`config.mk`:
```
export PLATFORM = sky130hd
export DESIGN_NAME = alu_exec_unit_flat
export DESIGN_NICKNAME = d
export VERILOG_FILES = /design/src/rtl/alu_exec_unit_if.sv /design/src/rtl/alu_exec_unit.sv /design/src/flat_wrapper.sv
export SDC_FILE = /design/constraint.sdc
export NUM_CORES = 1
export LEC_CHECK = 0
export CAP_MARGIN = 20
export CORE_ASPECT_RATIO = 1.5
export CORE_MARGIN = 1
export CORE_UTILIZATION = 50
export CTS_BUF_LIST = sky130_fd_sc_hd__clkbuf_16
export CTS_CLUSTER_SIZE = 20
export DETAILED_ROUTE_END_ITERATION = 10
export PLACE_DENSITY = 0.72
export SLEW_MARGIN = 30
export SYNTH_ARGS = -nofsm -noshare
export SYNTH_HDL_FRONTEND = slang
export SYNTH_SLANG_ARGS = --single-unit
```
`constraint.sdc`:
```
create_clock -name clk -period 8.3 [get_ports clk]
set_input_delay 1.66 -clock clk [delete_from_list [all_inputs] [get_ports clk]]
set_output_delay 1.66 -clock clk [all_outputs]
set_load 0.1 [all_outputs]
```
`src/rtl/alu_exec_unit_if.sv`:
```
// Request/response bundle between the operand latches, the execute unit and writeback.
// master = requester/consumer side, slave = alu_exec_unit.
interface alu_exec_unit_if #(
   parameter int unsigned WIDTH = 32
) ();
   logic [2:0]       aluop;
   logic [5:0]       funct;
   logic [WIDTH-1:0] a;
   logic [WIDTH-1:0] b;
   logic             valid_in;
   logic             ready_in;
   logic [WIDTH-1:0] result;
   logic [WIDTH-1:0] result_hi;
   logic             valid_out;
   logic             ready_out;
   logic             illegal;
   logic             div_zero;
   logic             busy;

   modport master (
      output aluop, funct, a, b, valid_in, ready_out,
      input  ready_in, result, result_hi, valid_out, illegal, div_zero, busy
   );

   modport slave (
      input  aluop, funct, a, b, valid_in, ready_out,
      output ready_in, result, result_hi, valid_out, illegal, div_zero, busy
   );
endinterface

```
`src/rtl/alu_exec_unit.sv`:
```
// Execute-stage ALU: decodes aluop/funct, runs single-cycle ops or iterative unsigned
// multiply/divide, and returns a registered result over a valid/ready handshake.
module alu_exec_unit #(
   parameter int unsigned WIDTH = 32,
   parameter int unsigned CNT_W = $clog2(WIDTH) + 1
) (
   input logic            clk,
   input logic            rst_n,
   alu_exec_unit_if.slave bus
);

   localparam logic [1:0] StIdle = 2'd0;
   localparam logic [1:0] StMul  = 2'd1;
   localparam logic [1:0] StDiv  = 2'd2;
   localparam logic [1:0] StDone = 2'd3;

   localparam logic [3:0] OpAdd  = 4'd0;
   localparam logic [3:0] OpSub  = 4'd1;
   localparam logic [3:0] OpAnd  = 4'd2;
   localparam logic [3:0] OpOr   = 4'd3;
   localparam logic [3:0] OpXor  = 4'd4;
   localparam logic [3:0] OpNor  = 4'd5;
   localparam logic [3:0] OpSlt  = 4'd6;
   localparam logic [3:0] OpSltu = 4'd7;
   localparam logic [3:0] OpMul  = 4'd8;
   localparam logic [3:0] OpDiv  = 4'd9;
   localparam logic [3:0] OpIll  = 4'd10;

   logic [1:0]       state_q, state_d;
   logic [CNT_W-1:0] cnt_q, cnt_d;
   logic [WIDTH-1:0] acc_q, acc_d;
   logic [WIDTH-1:0] mq_q, mq_d;
   logic [WIDTH-1:0] opb_q, opb_d;
   logic             op_div_q, op_div_d;
   logic [WIDTH-1:0] result_q, result_d;
   logic [WIDTH-1:0] result_hi_q, result_hi_d;
   logic             valid_q, valid_d;
   logic             illegal_q, illegal_d;
   logic             div_zero_q, div_zero_d;
   logic             busy_q, busy_d;

   logic [3:0]       op;
   logic [WIDTH-1:0] alu_res;
   logic             ready_in;
   logic             accept;
   logic [WIDTH:0]   mul_sum;
   logic [WIDTH:0]   div_shift;
   logic [WIDTH-1:0] div_diff;
   logic             div_ge;
   logic [WIDTH-1:0] step_acc;
   logic [WIDTH-1:0] step_mq;

   always_comb begin
      op = OpIll;
      case (bus.aluop)
         3'b000: op = OpAdd;
         3'b001: op = OpSub;
         3'b011: op = OpAnd;
         3'b100: op = OpOr;
         3'b101: op = OpSlt;
         3'b010: begin
            case (bus.funct)
               6'b100000: op = OpAdd;
               6'b100010: op = OpSub;
               6'b100100: op = OpAnd;
               6'b100101: op = OpOr;
               6'b100110: op = OpXor;
               6'b100111: op = OpNor;
               6'b101010: op = OpSlt;
               6'b101011: op = OpSltu;
               6'b011001: op = OpMul;
               6'b011011: op = OpDiv;
               default:   op = OpIll;
            endcase
         end
         default: op = OpIll;
      endcase
   end

   always_comb begin
      alu_res = '0;
      case (op)
         OpAdd:   alu_res = bus.a + bus.b;
         OpSub:   alu_res = bus.a - bus.b;
         OpAnd:   alu_res = bus.a & bus.b;
         OpOr:    alu_res = bus.a | bus.b;
         OpXor:   alu_res = bus.a ^ bus.b;
         OpNor:   alu_res = ~(bus.a | bus.b);
         OpSlt:   alu_res = {{(WIDTH-1){1'b0}}, ($signed(bus.a) < $signed(bus.b))};
         OpSltu:  alu_res = {{(WIDTH-1){1'b0}}, (bus.a < bus.b)};
         default: alu_res = '0;
      endcase
   end

   // One iteration step; the DONE edge applies the final step straight into the result.
   // With a zero divisor every step subtracts nothing, leaving quotient all-ones and
   // remainder equal to the dividend.
   always_comb begin
      mul_sum   = {1'b0, acc_q} + (mq_q[0] ? {1'b0, opb_q} : {(WIDTH+1){1'b0}});
      div_shift = {acc_q, mq_q[WIDTH-1]};
      div_ge    = (div_shift >= {1'b0, opb_q});
      div_diff  = div_shift[WIDTH-1:0] - opb_q;
      if (op_div_q) begin
         step_acc = div_ge ? div_diff : div_shift[WIDTH-1:0];
         step_mq  = {mq_q[WIDTH-2:0], div_ge};
      end else begin
         step_acc = mul_sum[WIDTH:1];
         step_mq  = {mul_sum[0], mq_q[WIDTH-1:1]};
      end
   end

   assign ready_in = (state_q == StIdle) && (!valid_q || bus.ready_out);
   assign accept   = bus.valid_in && ready_in;

   always_comb begin
      state_d     = state_q;
      cnt_d       = cnt_q;
      acc_d       = acc_q;
      mq_d        = mq_q;
      opb_d       = opb_q;
      op_div_d    = op_div_q;
      result_d    = result_q;
      result_hi_d = result_hi_q;
      valid_d     = valid_q;
      illegal_d   = illegal_q;
      div_zero_d  = div_zero_q;
      busy_d      = busy_q;

      if (valid_q && bus.ready_out) begin
         valid_d    = 1'b0;
         illegal_d  = 1'b0;
         div_zero_d = 1'b0;
      end

      case (state_q)
         StIdle: begin
            if (accept) begin
               if (op == OpMul || op == OpDiv) begin
                  state_d  = (op == OpMul) ? StMul : StDiv;
                  op_div_d = (op == OpDiv);
                  cnt_d    = CNT_W'(WIDTH);
                  busy_d   = 1'b1;
                  acc_d    = '0;
                  mq_d     = bus.a;
                  opb_d    = bus.b;
               end else begin
                  result_d    = alu_res;
                  result_hi_d = '0;
                  illegal_d   = (op == OpIll);
                  div_zero_d  = 1'b0;
                  valid_d     = 1'b1;
               end
            end
         end
         StMul, StDiv: begin
            acc_d = step_acc;
            mq_d  = step_mq;
            cnt_d = cnt_q - CNT_W'(1);
            if (cnt_d == CNT_W'(1)) begin
               state_d = StDone;
            end
         end
         StDone: begin
            result_d    = step_mq;
            result_hi_d = step_acc;
            div_zero_d  = op_div_q && (opb_q == '0);
            illegal_d   = 1'b0;
            valid_d     = 1'b1;
            busy_d      = 1'b0;
            cnt_d       = '0;
            state_d     = StIdle;
         end
         default: state_d = StIdle;
      endcase
   end

   always_ff @(posedge clk) begin
      if (!rst_n) begin
         state_q     <= StIdle;
         cnt_q       <= '0;
         acc_q       <= '0;
         mq_q        <= '0;
         opb_q       <= '0;
         op_div_q    <= 1'b0;
         result_q    <= '0;
         result_hi_q <= '0;
         valid_q     <= 1'b0;
         illegal_q   <= 1'b0;
         div_zero_q  <= 1'b0;
         busy_q      <= 1'b0;
      end else begin
         state_q     <= state_d;
         cnt_q       <= cnt_d;
         acc_q       <= acc_d;
         mq_q        <= mq_d;
         opb_q       <= opb_d;
         op_div_q    <= op_div_d;
         result_q    <= result_d;
         result_hi_q <= result_hi_d;
         valid_q     <= valid_d;
         illegal_q   <= illegal_d;
         div_zero_q  <= div_zero_d;
         busy_q      <= busy_d;
      end
   end

   assign bus.ready_in  = ready_in;
   assign bus.result    = result_q;
   assign bus.result_hi = result_hi_q;
   assign bus.valid_out = valid_q;
   assign bus.illegal   = illegal_q;
   assign bus.div_zero  = div_zero_q;
   assign bus.busy      = busy_q;

endmodule

```
`src/flat_wrapper.sv`:
```
// flat-port wrapper written by rule: the top's interface ports become plain ports
module alu_exec_unit_flat 
#(
   parameter int unsigned WIDTH = 32,
   parameter int unsigned CNT_W = $clog2(WIDTH) + 1
)
  (clk, rst_n, bus_aluop, bus_funct, bus_a, bus_b, bus_valid_in, bus_ready_out, bus_ready_in, bus_result, bus_result_hi, bus_valid_out, bus_illegal, bus_div_zero, bus_busy);
  alu_exec_unit_if #(.WIDTH(WIDTH)) bus_i ();
  input logic clk;
  input logic rst_n;
  input wire logic [$bits(bus_i.aluop)-1:0] bus_aluop;
  input wire logic [$bits(bus_i.funct)-1:0] bus_funct;
  input wire logic [$bits(bus_i.a)-1:0] bus_a;
  input wire logic [$bits(bus_i.b)-1:0] bus_b;
  input wire logic [$bits(bus_i.valid_in)-1:0] bus_valid_in;
  input wire logic [$bits(bus_i.ready_out)-1:0] bus_ready_out;
  output wire logic [$bits(bus_i.ready_in)-1:0] bus_ready_in;
  output wire logic [$bits(bus_i.result)-1:0] bus_result;
  output wire logic [$bits(bus_i.result_hi)-1:0] bus_result_hi;
  output wire logic [$bits(bus_i.valid_out)-1:0] bus_valid_out;
  output wire logic [$bits(bus_i.illegal)-1:0] bus_illegal;
  output wire logic [$bits(bus_i.div_zero)-1:0] bus_div_zero;
  output wire logic [$bits(bus_i.busy)-1:0] bus_busy;
  assign bus_i.aluop = bus_aluop;
  assign bus_i.funct = bus_funct;
  assign bus_i.a = bus_a;
  assign bus_i.b = bus_b;
  assign bus_i.valid_in = bus_valid_in;
  assign bus_i.ready_out = bus_ready_out;
  assign bus_ready_in = bus_i.ready_in;
  assign bus_result = bus_i.result;
  assign bus_result_hi = bus_i.result_hi;
  assign bus_valid_out = bus_i.valid_out;
  assign bus_illegal = bus_i.illegal;
  assign bus_div_zero = bus_i.div_zero;
  assign bus_busy = bus_i.busy;
  alu_exec_unit #(.WIDTH(WIDTH), .CNT_W(CNT_W)) u_core (.clk(clk), .rst_n(rst_n), .bus(bus_i));
endmodule
```
# After elaboration in Yosys (flattened, before gate mapping)
# Cells that the tools add are included.
# Widths: inputs -> output; s select.
# totals
reg_bits	173
in_bits	77
out_inout_bits	69
elab_cells	119
# classes
addsub	5
order_cmp	3
n_eq_ne	33
n_mux	42
bitwise_logic	4
reduce_logical	20
# op_table
cell	n
$mux 32	12
$pmux 32 s2	4
$pmux 32 s8	1
$lt 32x32->1	2
$sub 32x32->32	2
$eq 6x6->1 const B	8
$pmux 4 s10	1
$add 32x33->33	1
$ge 33x32->1	1
$add 32x32->32	1
$and 32x32->32	1
$logic_not 32->1	1
$not 32->32	1
$or 32x32->32	1
$xor 32x32->32	1
$pmux 4 s6	1
$pmux 6 s3	1
$eq 4x3->1 const B	4
$reduce_and 3->1	5
$eq 4x4->1 const B	3
$eq 6x5->1 const B	2
$mux 6	2
$mux 1	11
$eq 4x2->1 const B	2
22 further kinds	38

# Logic depth before layout (Yosys ltp)
# Gate-level depths: netlist of the first run.
# depth
depth_word	8
depth_mapped	14
ltp_nobuf	14

# Least setup slack after synthesis of the first run
# Ideal clock, no wire load.
# synth_timing
kind	input to register
start	input bus_b[6]
end	register u_core.result_q[30], in the netlist u_core.bus.result[30]
setup_ps	134
t_arrival_ps	4097
required_ps	8166
path_slack_ps	4070
cell_stages	13
n_path_buf	1
cell_sequence	inv_1 > ha_1 > clkbuf_1 > o21ai_0 > a211oi_1 > o21ai_1 > o21ai_1 > a31oi_1 > a311o_1 > o311a_1 > xnor2_1 > a221oi_1 > a211oi_1
# synth_via
elab_chain_cells	5
elab_cells_between_ends	6
cone_classes	add/sub (2); mux (4)
# synth_rtl
item	line	text
from (decl)	flat_wrapper.sv:14	input wire logic [$bits(bus_i.b)-1:0] bus_b;
$sub 32x32->32 / $add 32x32->32 (equally long branches)	alu_exec_unit.sv:84, alu_exec_unit.sv:83	
$pmux 32 s8 (*)	alu_exec_unit.sv:82	case (op)
$mux 32 (*)	alu_exec_unit.sv:138	if (op == OpMul || op == OpDiv) begin
$mux 32 (*)	alu_exec_unit.sv:137	if (accept) begin
$pmux 32 s2 (*)	alu_exec_unit.sv:135	case (state_q)
to (signal assigned)	alu_exec_unit.sv:198	result_q <= result_d;
to (decl)	alu_exec_unit.sv:35	logic [WIDTH-1:0] result_q, result_d;
# Mark *: on every way between the ends. The rest lies on a longest branch, timed or not. The select of a mux whose other input is x is not followed.
# A chain may end at the register's enable or synchronous reset.

# Worst setup path after layout of the first run
# layout_timing
start	input bus_ready_out
end	output bus_ready_in
# layout_via
elab_chain_cells	2
# layout_rtl
item	line	text
from (decl)	flat_wrapper.sv:16	input wire logic [$bits(bus_i.ready_out)-1:0] bus_ready_out;
$logic_or 1x1->1	alu_exec_unit.sv:112	assign ready_in = (state_q == StIdle) && (!valid_q || bus.ready_out);
$logic_and 1x1->1	alu_exec_unit.sv:112	
to (decl)	flat_wrapper.sv:17	output wire logic [$bits(bus_i.ready_in)-1:0] bus_ready_in;
# Every way passes these cells.

==> run metrics, run 1 <==
status=finished, final reports clean; Longest Clk Path Bufs=2; most common cell after layout, fill and taps aside=nor2_1; Mean Syn Cell Area=7.38 um2; routed via count=17600; mapped cell area=0.0167 mm2; initial core utilization=51.1%; die area=0.0342 mm2; combinational fraction of design power=51.2%; VDD IR max=0.184 mV; FMAX=0.185 GHz; mux cell area share after synthesis=5.89%; Setup WS pre-CTS=2.52 ns; CTS tree=done; post-synthesis adder-cell area fraction=12.8%; area occupied by multi-input gates=0.0121 mm2; Pre-antenna DRT Iters=6; final worst slack=2.88 ns; largest family of logic cells by synthesized area=compound AO/OA/AOI/OAI gates; Non-Filler Instances=2747; hold_buf cts=0; data required time of the critical path=6.64 ns; Lkg Pwr=7.78 nW; total track usage=35.7%; # port buffers=145; row count=81; worst-path maximum fanout=4; grt met3 use=4.16%; DIE HEIGHT=226 um; drc violations=0; H-tree levels=4; vias in the first global route=17200; clk sinks=173; io pins=146; measured slew at the worst slew-check pin=1.07 ns; Crit-path slowest cell=clkdlybuf4s50_1; Hold Path Class=flop to flop; Post-Synth Simple-Gate Area=19.5%; syn_nets=2510; Resized cells post-CTS=0; endpoints failing hold=0; critical path arrival=3.76 ns; Slew headroom=28.0%; setup violators final=0; max-slew violations=0; Cell Pwr Density=204 mW/mm2; Max-Cap Viols=0; layout cell share with drive strength beyond 1=5.19%; Routed Antenna Nets=0; final instance area=0.0190 mm2; Fillers=3112; DRT iter0 DRCs=1246; die width=151 um; Synth warnings=0; dpl cell area=0.0184 mm2; Gate Count Post-Synth=2264; most frequent cells in the layout=250 x nor2_1, 215 x a21oi_1, 187 x nand2_1; first-pass GRT wire length=93.9 mm; setup TNS=0 ns; Tcrit/Tclk final=65.3%; async set-reset flop share out of synthesis=0%; Sw Pwr=0.00181 W; cell mode on critical path=clkdlybuf4s50_1; Setup Fix Bufs, Post-CTS=0; M1 GR Usage=41.6%; switching part of the total=46.8%; Post-synth top flop=dfxtp_1; Setup Skew=0.0118 ns; crit path cell chain=clkdlybuf4s50_1, nand2b_1, and2_1, clkdlybuf4s50_1; WS Path Type=primary input to output pin; clock share of power=22.3%; RSZ-0062 raised after global routing=false; largest net degree at the start of global routing=64; Register Area=0.00346 mm2; Startpoint Class=primary input; Layout Nets=2565; GR peak layer=met2; Post-synth EDFFs=0; clock-pin slew on the worst setup and hold paths=0.06 ns; Seq/Total Area, Yosys=20.7%; maximum single-stage delay on the critical path=1.15 ns; DP HPWL=45.9 mm; Area Growth Syn to Fin=13.4%; met2 Track Usage GR=60.3%; fin crit period=5.42 ns; Synth Area in XOR/XNOR=4.03%; CP Capture Type=output pin; P_int=0.00205 W; Compound-Gate Fraction of Synth Area=30.0%; Placer Congestion=1.04; Yosys cell types=81; Placeable Area=0.0327 mm2; global route total overflow=0; Clock Latency Late Sink=0.46 ns; FF+latch count, synth=173; CTS root buffer=clkbuf_16; post-DR vias/cell=6.42; initial antenna violation count=1; CTS Buf Count=17; DR WL/cell=22.1 um; final WL=60.7 mm; dpl cells=2715; Seq pwr share=26.5%
==> cell families (layout without fill, tap and decap cells) <==
logic type	after synthesis	count (layout)
other	0	1
AND/OR/NAND/NOR	702	702
AO/OA/AOI/OAI	755	755
XOR/XNOR	77	77
multiplexers	94	94
adder cells (fa/ha/maj)	169	169
flip-flops	173	173
buffers and inverters	294	361
==> sequential cells by signal, summed over array words and instances (netlist names) <==
signal and flops:
u_core.op_div_q 1, u_core.bus.result 32, u_core.mq_q 32, u_core.bus.result_hi 32, u_core.bus.illegal 1, u_core.opb_q 32
u_core.bus.div_zero 1, u_core.bus.busy 1, u_core.state_q 2, u_core.bus.valid_out 1, u_core.acc_q 32, u_core.cnt_q 6
==> power by group through the flow <==
stage | logic, W | registers, W | clock network, W
6_report | 0.00198 | 0.00102 | 0.000863
5_1_grt | 0.00211 | 0.00103 | 0.000897
2_1_floorplan | 0.00110 | 0.00135 | 0
3_3_place_gp | 0.00192 | 0.00104 | 0
3_5_place_dp | 0.00194 | 0.00104 | 0
4_1_cts | 0.00195 | 0.00102 | 0.000865
==> layout make-up <==
class	instances	share of cell area, %
inverters	155	3.07
multi-input cells	1797	63.9
clock buffers	17	2.24
well taps	415	2.74
flip-flops and latches	173	18.3
clock inverters	14	0.944
repair buffers	175	8.86
diodes	1	0.0132
==> metrics by stage <==
| stage | hold slack (ns) | power [W] | util [%] |
|---|---|---|---|
| 2_1_floorplan | 0.459 | 0.00245 | - |
| 3_3_place_gp | 0.437 | 0.00295 | 56.0 |
| 3_5_place_dp | 0.446 | 0.00297 | 56.1 |
| 4_1_cts | 0.461 | 0.00383 | 57.9 |
| 5_1_grt | 0.479 | 0.00403 | 57.9 |
| 6_report | 0.455 | 0.00386 | 57.9 |
==> metal layers <==
metal  part of all wire, %  up-vias
met1                    38     8316
met4                   7.1        0
met2                    48      816
li1                      -     8289
met3                   6.8      224
met5                     0        -
==> worst max-delay path, delay by kind of cell <==
family	cells	cell delay, ns
AND/OR/NAND/NOR	2	0.41
buffers and inverters	2	1.68
==> cells in the mapped netlist, drive strengths merged, types with 8 or more instances <==
cell	count	share of area (%)
a2111oi	9	0.47
a211oi	47	2.1
a21o	35	1.6
a21oi	217	6.6
a221oi	26	1.4
a22o	12	0.63
a22oi	16	0.72
a31oi	18	0.67
a32o	28	1.7
and2	46	1.7
and3	19	0.71
buf	49	1.6
clkbuf	90	2.0
dfxtp	173	21
ha	165	12
inv	155	3.5
mux2	35	2.4
mux2i	59	3.5
nand2	188	4.2
nand2b	26	0.97
nand3	34	1.0
nand4	18	0.67
nor2	253	5.7
nor2b	20	0.75
nor3	38	1.2
nor4	23	0.86
o211ai	30	1.3
o21a	19	0.85
o21ai	153	4.6
o21bai	22	0.99
o22ai	9	0.34
o31a	22	1.2
o31ai	21	0.97
or3	8	0.30
xnor2	53	2.8
xor2	24	1.3
==> path summary, 6_finish.rpt <==
| kind | endpoint | cells after the start | from | slack (ns) |
|---|---|---|---|---|
| worst max-delay path | bus_ready_in | 4 | bus_ready_out | 2.88 |
| worst min-delay path | u_core.bus.result_hi[7]$_SDFFE_PN0P_ | 2 | u_core.bus.result_hi[7]$_SDFFE_PN0P_ | 0.46 |
| worst max register to register | u_core.acc_q[7]$_SDFFE_PN0P_ | 13 | u_core.opb_q[5]$_SDFFE_PN0P_ | 3.89 |
| worst min register to register | u_core.bus.result_hi[7]$_SDFFE_PN0P_ | 2 | u_core.bus.result_hi[7]$_SDFFE_PN0P_ | 0.46 |
Note: power is estimated with default switching activity, not from simulation.
==> run 2: changes to the inputs <==
clock period = 5.26 ns   (was 8.3 ns; I/O delays follow)
==> run 2 against run 1 <==
Worst hold slack worse by 0.0011 ns. Die area unchanged. Highest routed layer is now met5. Critical path depth increased by 11. Sequential share of layout area down 0.28 points. Critical endpoint is now u_core.bus.result[0]$_SDFFE_PN0P_. Via count is essentially flat. Sequential power grew 59%. Flip-flop and latch count did not move. Utilization grew 0.92 points.
==> run metrics, run 2 (same netlist as run 1, synthesis figures left out) <==
crit path cell chain=clkdlybuf4s50_1, inv_1, ha_1, inv_1, fa_1, nor2b_1, o21ai_0, a21boi_0, o22ai_1, o31ai_1, a221oi_1, o221ai_1, a2111oi_0, o21ai_1, a21oi_1; fin crit period=4.58 ns; DIE HEIGHT=226 um; RSZ-0062 raised after global routing=false; drc violations=0; H-tree levels=4; r2r startpoint=u_core.mq_q[0]$_SDFFE_PN0P_; R2R setup slack=1.01 ns; CTS tree=done; final WL=62.9 mm; endpoints failing hold=0; maximum single-stage delay on the critical path=0.53 ns; routed via count=17600; Hold Path Class=flop to flop; worst-path maximum fanout=3; Clock Latency Late Sink=0.45 ns; critical path arrival=4.96 ns; initial core utilization=51.1%; initial antenna violation count=3; setup violators final=0; Longest Clk Path Bufs=2; met2 WL=30.4 mm; Setup Fix Bufs, Post-CTS=0; max-slew violations=0; VDD IR max=0.279 mV; Tcrit/Tclk final=87.1%; Top delay family on crit path=compound AO/OA/AOI/OAI gates; vias in the first global route=17100; clk sinks=173; Max-Cap Viols=0; first-pass GRT wire length=95.9 mm; Routed Antenna Nets=0; WP buf/inv=3; clock-pin slew on the worst setup and hold paths=0.07 ns; DR WL/cell=22.6 um; total track usage=37.0%; met3 WL=3.79 mm; Placeable Area=0.0327 mm2; layout cell share with drive strength beyond 1=6.80%; Resized cells post-CTS=0; measured slew at the worst slew-check pin=1.02 ns; FMAX=0.218 GHz; uppermost layer routed=met5; dpl cell area=0.0186 mm2; Slew headroom=32.1%; cell mode on critical path=inv_1; worst reg2reg path depth=12; most frequent cells in the layout=249 x nor2_1, 215 x a21oi_1, 187 x nand2_1; Startpoint Class=primary input; Pre-antenna DRT Iters=6; Crit-path slowest cell=clkdlybuf4s50_1; # port buffers=145; Lkg Pwr=7.95 nW; Cell Pwr Density=321 mW/mm2; Worst R2R End=u_core.acc_q[28]$_SDFFE_PN0P_; data required time of the critical path=5.64 ns; status=finished, final reports clean; Area Growth Syn to Fin=15.2%; DP HPWL=48.7 mm; die width=151 um; global route total overflow=0; DRT iter0 DRCs=1230; CTS Buf Count=17; CTS root buffer=clkbuf_16; most common cell after layout, fill and taps aside=nor2_1; setup TNS=0 ns; WL met1=24.7 mm; io pins=146; Setup Skew=0.0169 ns; hold_buf cts=0; Worst Hold Endpoint=u_core.bus.result_hi[2]$_SDFFE_PN0P_; die area=0.0342 mm2; CP Capture Type=flop; Layout Nets=2600; cell depth of the worst hold path=2; post-DR vias/cell=6.34; row count=81; min-delay src=u_core.bus.result_hi[2]$_SDFFE_PN0P_; Placer Congestion=1.02; final instance area=0.0193 mm2; largest net degree at the start of global routing=64; WS Path Type=primary input to flop
-- run 2: changes by cell type in the layout (fill, tap and decap cells not counted), sizes merged --
cell	previous run	this run
clkdlybuf4s50	144	143
clkinv	7	6
inv	157	160
bufinv	4	3
diode	1	2
buf	31	67
-- run 2: tightest hold or removal path, cell delays in order (launching register included) --
cell and delay, ns:
dfxtp_1 0.33, nand2_1 0.04, o21ai_0 0.05
-- run 2: final cells by class --
cell class	count	area, um2
inverters	155	582
well taps	415	519
multi-input cells	1797	12100
repair buffers	210	1970
clock buffers	17	425
fillers	3102	13500
flip-flops and latches	173	3460
diodes	2	5.00
clock inverters	15	185
-- run 2: where the power goes --
| group | switching (W) | internal [W] | total (W) | leakage (nW) |
|---|---|---|---|---|
| sequential | 0.000154 | 0.00146 | 0.00162 | 1.40 |
| clock | 0.000600 | 0.000756 | 0.00136 | 0.297 |
| combinational | 0.00216 | 0.00105 | 0.00321 | 6.25 |
| total | 0.00292 | 0.00327 | 0.00619 | 7.95 |
-- run 2: how the worst max path moves through the flow --
| stage | from | end | slack (ns) | cells past startpoint |
|---|---|---|---|---|
| 2_1_floorplan | bus_b[6] | u_core.bus.result[30]$_SDFFE_PN0P_ | 1.64 | 13 |
| 3_3_place_gp | bus_b[2] | u_core.bus.result[17]$_SDFFE_PN0P_ | 0.39 | 15 |
| 3_5_place_dp | bus_b[9] | u_core.bus.result[0]$_SDFFE_PN0P_ | 0.39 | 13 |
| 4_1_cts | bus_a[0] | u_core.bus.result[0]$_SDFFE_PN0P_ | 0.87 | 15 |
| 5_1_grt | bus_a[0] | u_core.bus.result[0]$_SDFFE_PN0P_ | 0.38 | 15 |
| 6_report | bus_a[0] | u_core.bus.result[0]$_SDFFE_PN0P_ | 0.68 | 15 |
-- run 2: layer usage --
layer | vias to the layer above | GRT usage (%)
li1 | 8346 | -
met1 | 8377 | 43.2
met2 | 722 | 63.0
met3 | 195 | 4.93
met4 | 2 | 22.8
met5 | - | 0
-- run 2: stage by stage --
stage	worst slack (ns)	instances	hold slack (ns)	power [W]	utilization, %
finish	0.678	2784	0.454	0.00619	58.8
detailed placement	0.389	2750	0.443	0.00480	56.9
floorplan	1.64	2264	0.459	0.00386	-
global placement	0.394	2750	0.437	0.00477	57.0
global route	0.380	2784	0.487	0.00647	58.8
CTS	0.873	2782	0.458	0.00617	58.8
